**config.mk**
```make
export PLATFORM = sky130hd
export DESIGN_NAME = arm_mainfsm
export DESIGN_NICKNAME = d
export VERILOG_FILES = /design/src/rtl/arm_mainfsm.sv
export SDC_FILE = /design/constraint.sdc
export NUM_CORES = 1
export LEC_CHECK = 0
export CAP_MARGIN = 20
export CELL_PAD_IN_SITES_DETAIL_PLACEMENT = 1
export CELL_PAD_IN_SITES_GLOBAL_PLACEMENT = 1
export CORE_UTILIZATION = 23
export DETAILED_ROUTE_END_ITERATION = 12
export GPL_TIMING_DRIVEN = 0
export HOLD_SLACK_MARGIN = 0.02
export PLACE_DENSITY_LB_ADDON = 0.2
export SYNTH_ARGS = -nofsm -noshare
export SYNTH_HDL_FRONTEND = slang
export SYNTH_SLANG_ARGS = --single-unit
```
**constraint.sdc**
```tcl
create_clock -name clk -period 1.7 [get_ports clk]
set_input_delay 0.255 -clock clk [delete_from_list [all_inputs] [get_ports clk]]
set_output_delay 0.255 -clock clk [all_outputs]
set_load 0.01 [all_outputs]
```
**src/rtl/arm_mainfsm.sv**
```systemverilog
// Multicycle ARM main control FSM.
// Steps each instruction through fetch, decode, execute and writeback states.
// Every output is decoded from the registered state only (Moore machine).
// Condition gating of regw/memw/nextpc is done downstream, not here.
module arm_mainfsm (
    input  logic       clk,
    input  logic       reset,
    input  logic [1:0] op,
    input  logic [5:0] funct,
    output logic       irwrite,
    output logic       nextpc,
    output logic       regw,
    output logic       memw,
    output logic       branch,
    output logic       aluop,
    output logic       adrsrc,
    output logic       alusrca,
    output logic [1:0] alusrcb,
    output logic [1:0] resultsrc,
    output logic       illegal
);

    typedef enum logic [3:0] {
        S_FETCH   = 4'd0,
        S_DECODE  = 4'd1,
        S_MEMADR  = 4'd2,
        S_MEMRD   = 4'd3,
        S_MEMWB   = 4'd4,
        S_MEMWR   = 4'd5,
        S_EXECR   = 4'd6,
        S_EXECI   = 4'd7,
        S_ALUWB   = 4'd8,
        S_BRANCH  = 4'd9,
        S_ILLEGAL = 4'd10
    } state_e;

    state_e r_state;
    state_e w_next;

    // State register; reset forces FETCH immediately and aborts any instruction in flight.
    always_ff @(posedge clk or posedge reset) begin
        if (reset) begin
            r_state <= S_FETCH;
        end else begin
            r_state <= w_next;
        end
    end

    // Next-state logic; op/funct are only consulted in DECODE and MEMADR.
    always_comb begin
        w_next = S_FETCH;
        unique case (r_state)
            S_FETCH:  w_next = S_DECODE;
            S_DECODE: begin
                unique case (op)
                    2'b00:   w_next = funct[5] ? S_EXECI : S_EXECR;
                    2'b01:   w_next = S_MEMADR;
                    2'b10:   w_next = S_BRANCH;
                    default: w_next = S_ILLEGAL;
                endcase
            end
            S_MEMADR: w_next = funct[0] ? S_MEMRD : S_MEMWR;
            S_MEMRD:  w_next = S_MEMWB;
            S_EXECR:  w_next = S_ALUWB;
            S_EXECI:  w_next = S_ALUWB;
            S_MEMWB, S_MEMWR, S_ALUWB, S_BRANCH, S_ILLEGAL: w_next = S_FETCH;
            default:  w_next = S_FETCH;
        endcase
    end

    // Output decode; everything not listed for a state stays 0.
    always_comb begin
        irwrite   = 1'b0;
        nextpc    = 1'b0;
        regw      = 1'b0;
        memw      = 1'b0;
        branch    = 1'b0;
        aluop     = 1'b0;
        adrsrc    = 1'b0;
        alusrca   = 1'b0;
        alusrcb   = 2'b00;
        resultsrc = 2'b00;
        illegal   = 1'b0;
        unique case (r_state)
            S_FETCH: begin
                adrsrc    = 1'b0;
                alusrca   = 1'b1;
                alusrcb   = 2'b10;
                resultsrc = 2'b10;
                irwrite   = 1'b1;
                nextpc    = 1'b1;
            end
            S_DECODE: begin
                alusrca   = 1'b1;
                alusrcb   = 2'b10;
                resultsrc = 2'b10;
            end
            S_MEMADR: begin
                alusrca   = 1'b0;
                alusrcb   = 2'b01;
            end
            S_MEMRD: begin
                adrsrc    = 1'b1;
                resultsrc = 2'b00;
            end
            S_MEMWB: begin
                resultsrc = 2'b01;
                regw      = 1'b1;
            end
            S_MEMWR: begin
                adrsrc    = 1'b1;
                resultsrc = 2'b00;
                memw      = 1'b1;
            end
            S_EXECR: begin
                alusrca   = 1'b0;
                alusrcb   = 2'b00;
                aluop     = 1'b1;
            end
            S_EXECI: begin
                alusrca   = 1'b0;
                alusrcb   = 2'b01;
                aluop     = 1'b1;
            end
            S_ALUWB: begin
                resultsrc = 2'b00;
                regw      = 1'b1;
            end
            S_BRANCH: begin
                alusrca   = 1'b0;
                alusrcb   = 2'b01;
                resultsrc = 2'b10;
                branch    = 1'b1;
            end
            S_ILLEGAL: begin
                illegal   = 1'b1;
            end
            default: ;
        endcase
    end

endmodule

```
# Yosys cells after proc, flatten, opt, wreduce, memory -nomap -nowiden
# Cells that the tools add are included.
# totals
ff_bits	4
output_inout_bits	13
word_cells	35
in_bits	10
# classes
n_reduce_logical	8
n_eq_ne	12
n_mux	14
# ops
operator	n
4-bit one-hot mux with 5 select lines	1
4-bit by 3-bit == test with 1-bit output, second input constant	4
4-bit == test, second input constant	3
4-bit one-hot mux with 3 select lines	1
1-bit 2-to-1 mux	9
4-bit by 2-bit == test with 1-bit output, second input constant	2
2-bit one-hot mux with 2 select lines	2
2-bit OR reduction	4
3-bit OR reduction	2
4-bit by 1-bit == test with 1-bit output, second input constant	1
4-bit logical NOT	1
3-bit 2-to-1 mux	1
2-bit by 1-bit == test with 1-bit output, second input constant	1
2-bit == test, second input constant	1
2-bit logical NOT	1

# Logic depth before layout (Yosys ltp)
# logic_depth
ltp_word	3
mapped_depth	4
mapped_depth_nobuf	3

# Least setup slack after synthesis
# Ideal clock, no wire load.
# synth_timing
path_kind	register to output
start	register r_state[2]
end	output nextpc
t_arrival_ps	1156
path_slack_ps	289
path_buffers	2
t_required_ps	1445
stages_incl_launch_ff	5
cell_sequence	dfrtp_1 -> or2_1 -> buf_6 -> nor3_2 -> buf_4
# synth_via
elab_chain_len	2
# synth_rtl
item	line_no	rtl
start: declaration	37	state_e r_state;
start signal: assignment	45	r_state <= w_next;
4-bit logical NOT	--	
1-bit 2-to-1 mux	--	
end: declaration	11	output logic nextpc,
# Every way passes these cells.

# Worst setup path after layout
# layout_timing
start	register r_state[2]
end	output nextpc
# layout_via
elab_chain_len	2
# layout_rtl
item	line_no	rtl
4-bit logical NOT	84	unique case (r_state)
1-bit 2-to-1 mux	84	
# Every way passes these cells.

==> impl_metrics.env <==
export IMPL_htreeDepth=1
export IMPL_yosys_register_bits=4
export IMPL_cts_tree="yes"
export IMPL_chipWidth_um=40.11
export IMPL_syn_area_um2=334.1
export IMPL_io_pins=23
export IMPL_r2r_slack_ns=0.56
export IMPL_synth_yosys_warnings=0
export IMPL_finalClockSkew_ns=0.001018
export IMPL_rows=13
export IMPL_avgViaCountPerCell=4.659
export IMPL_busiest_layer="met2"
export IMPL_hpwl_um=693
export IMPL_critPathMaxFanout=7
export IMPL_rsz0062_at_grt="no"
export IMPL_critical_path_class="flip-flop to output port"
export IMPL_cts_buffers=3
export IMPL_postPlaceCellArea_um2=533.0
export IMPL_fmax_mhz=608.9
export IMPL_clk_latency_ns=0.24
export IMPL_arrival_ns=1.39
export IMPL_cp_start_kind="flip-flop"
export IMPL_worst_pin_slew_ns=0.2166
export IMPL_vias=410
export IMPL_grt_pass1_wl_um=1538
export IMPL_initial_core_util=0.2505
export IMPL_grt_usage=0.1463
export IMPL_grtUsageMet2=0.2339
export IMPL_syn_area_per_cell_um2=7.769
export IMPL_gr_total_overflow=0
export IMPL_areaGrowthSynthToFinish_pct=81.27
export IMPL_r2r_cells=4
export IMPL_nNetsFinal=85
export IMPL_die_area_um2=1609
export IMPL_synth_net_count=53
export IMPL_use_met1=0.1800
export IMPL_top_regs="r_state: 4 flops"
export IMPL_globalplace_congestion=0.6473
export IMPL_port_buffers=18
export IMPL_p_leak_nw=0.3104
export IMPL_largest_register="r_state"
export IMPL_ys_seq_area_frac=0.2996
export IMPL_cp_end_kind="output port"
export IMPL_cts_root_to_sink_buffers=2
export IMPL_final_cell_area_um2=605.6
export IMPL_drive_gt1_frac=0.3973
export IMPL_use_met3=0.08333
export IMPL_hold_class="input port to async pin"
export IMPL_ir_drop_mv=0.9471
export IMPL_max_slew_margin=0.8556
export IMPL_fin_cells=88
export IMPL_wl_um=1023
export IMPL_synthCells=43
export IMPL_cts_hold_buf=0
export IMPL_placedCellCount=76
export IMPL_drv_slew=0
export IMPL_setup_viol=0
export IMPL_cts_sinks=4
export IMPL_drtAntennaViolNets=0
export IMPL_fin_crit_sh=0.9661
export IMPL_status="finished, final reports clean"
export IMPL_cp_required_ns=1.44
export IMPL_min_period_ns=1.642
export IMPL_power_density_nw_per_um2=1897
export IMPL_grt_pass1_vias=379
export IMPL_diodes=0
export IMPL_hold_viol=0
export IMPL_dr_pass1_iters=1
export IMPL_grt_max_degree=11
export IMPL_core_area_um2=1334
export IMPL_antenna_found_initial=0
export IMPL_largest_reg_flops=4
export IMPL_max_cap_violations=0
export IMPL_die_y_um=40.11
export IMPL_r2r_end="r_state[0]"
export IMPL_wire_per_inst_um=11.63
export IMPL_drt_first_iter_violations=0
export IMPL_n_fill_cell=180
export IMPL_drc=0
export IMPL_synth_cell_types=22
export IMPL_cts_clk_slew_worst_paths_ns=0.04
export IMPL_cts_root_buf="clkbuf_4"
export IMPL_worstReg2RegStart="r_state[2]"
## critical path, stage by stage (launching register included)
cell and delay (ns):
dfrtp_2 0.44, or2_1 0.23, buf_6 0.14, nor3_4 0.11, buf_4 0.12, buf_4 0.11
## layout make-up
cell class                      instances  area, um2  area share
Buffer                                  4      35.03     0.05785
Timing Repair Buffer                   27      209.0      0.3450
Sequential cell                         4      102.6      0.1694
Inverter                                3      11.26     0.01860
Tap cell                               15      18.77     0.03099
Multi-Input combinational cell         32      206.4      0.3409
Clock buffer                            3      22.52     0.03719
## layout by cell type, fill, tap and decap left out, types with 4 or more instances in the layout
master | Yosys | routed
buf_4 | 1 | 11
nor2_1 | 5 | 5
nand2b_1 | 4 | 4
dlygate4sd2_1 | 0 | 5
a21oi_1 | 4 | 4
buf_2 | 2 | 4
clkdlybuf4s50_1 | 0 | 5
## metrics by stage
stage	util	total power [mW]	TNS [ns]	hold slack (ns)	setup slack [ns]
after floorplan	-	0.5974	0	0.02108	0.2886
after global placement	0.3996	0.9562	-0.4404	0.4477	-0.1747
after detailed placement	0.3996	0.9613	-0.5693	0.4685	-0.1988
after CTS	0.4418	1.105	0	0.2273	0.008861
after global routing	0.4540	1.232	0	0.2392	0.0009691
final	0.4540	1.149	0	0.2183	0.05762
## synth_stat cells (all sizes together)
cell type,number,area (um2)
nor2,5,18.77
a21oi,4,20.02
buf,4,28.78
dfrtp,4,100.1
nand2b,4,25.02
o21ai,4,20.01
inv,3,11.26
nand3b,3,22.52
nand2,2,7.510
nor3,2,15.01
a211oi,1,7.510
and2b,1,7.510
and3b,1,8.760
nor2b,1,6.260
nor3b,1,7.510
o211ai,1,12.51
or2,1,6.260
xnor2,1,8.760
## routing by layer
metal | share of wire | vias up
met5 | 0 | -
met4 | 0 | 0
met3 | 0.053 | 0
met2 | 0.46 | 15
met1 | 0.48 | 189
li1 | - | 206
## power breakdown
part | switching (mW) | total [mW] | internal (mW)
Sequential | 0.0464 | 0.186 | 0.139
Clock | 0.0441 | 0.123 | 0.0793
Combinational | 0.390 | 0.839 | 0.449
## cells by family after synthesis
family | after synthesis | synth area share
AOI/OAI and AO/OA | 10 | 0.1798
buffers and inverters | 7 | 0.1199
xor gates and xnor gates | 1 | 0.02622
DFF | 4 | 0.2996
and+or+nand+nor | 21 | 0.3746
## worst max-delay path by stage
stage,startpoint,to,slack [ns],cells past startpoint
floorplan,r_state[2],nextpc,0.29,4
global placement,r_state[2],nextpc,-0.17,5
detailed placement,r_state[2],nextpc,-0.20,5
CTS,r_state[2],nextpc,0.009,5
global route,r_state[0],alusrcb[0],0.001,6
finish,r_state[2],nextpc,0.06,5
## repair_timing
item | in CTS | in global routing
setup buffers | 6 | 3
resized for setup | 30 | 8
hold endpoints to repair | 0 | 0
pin swaps | 0 | 1
setup endpoints to repair | 13 | 5
Note: power is estimated with default switching activity, not from simulation.
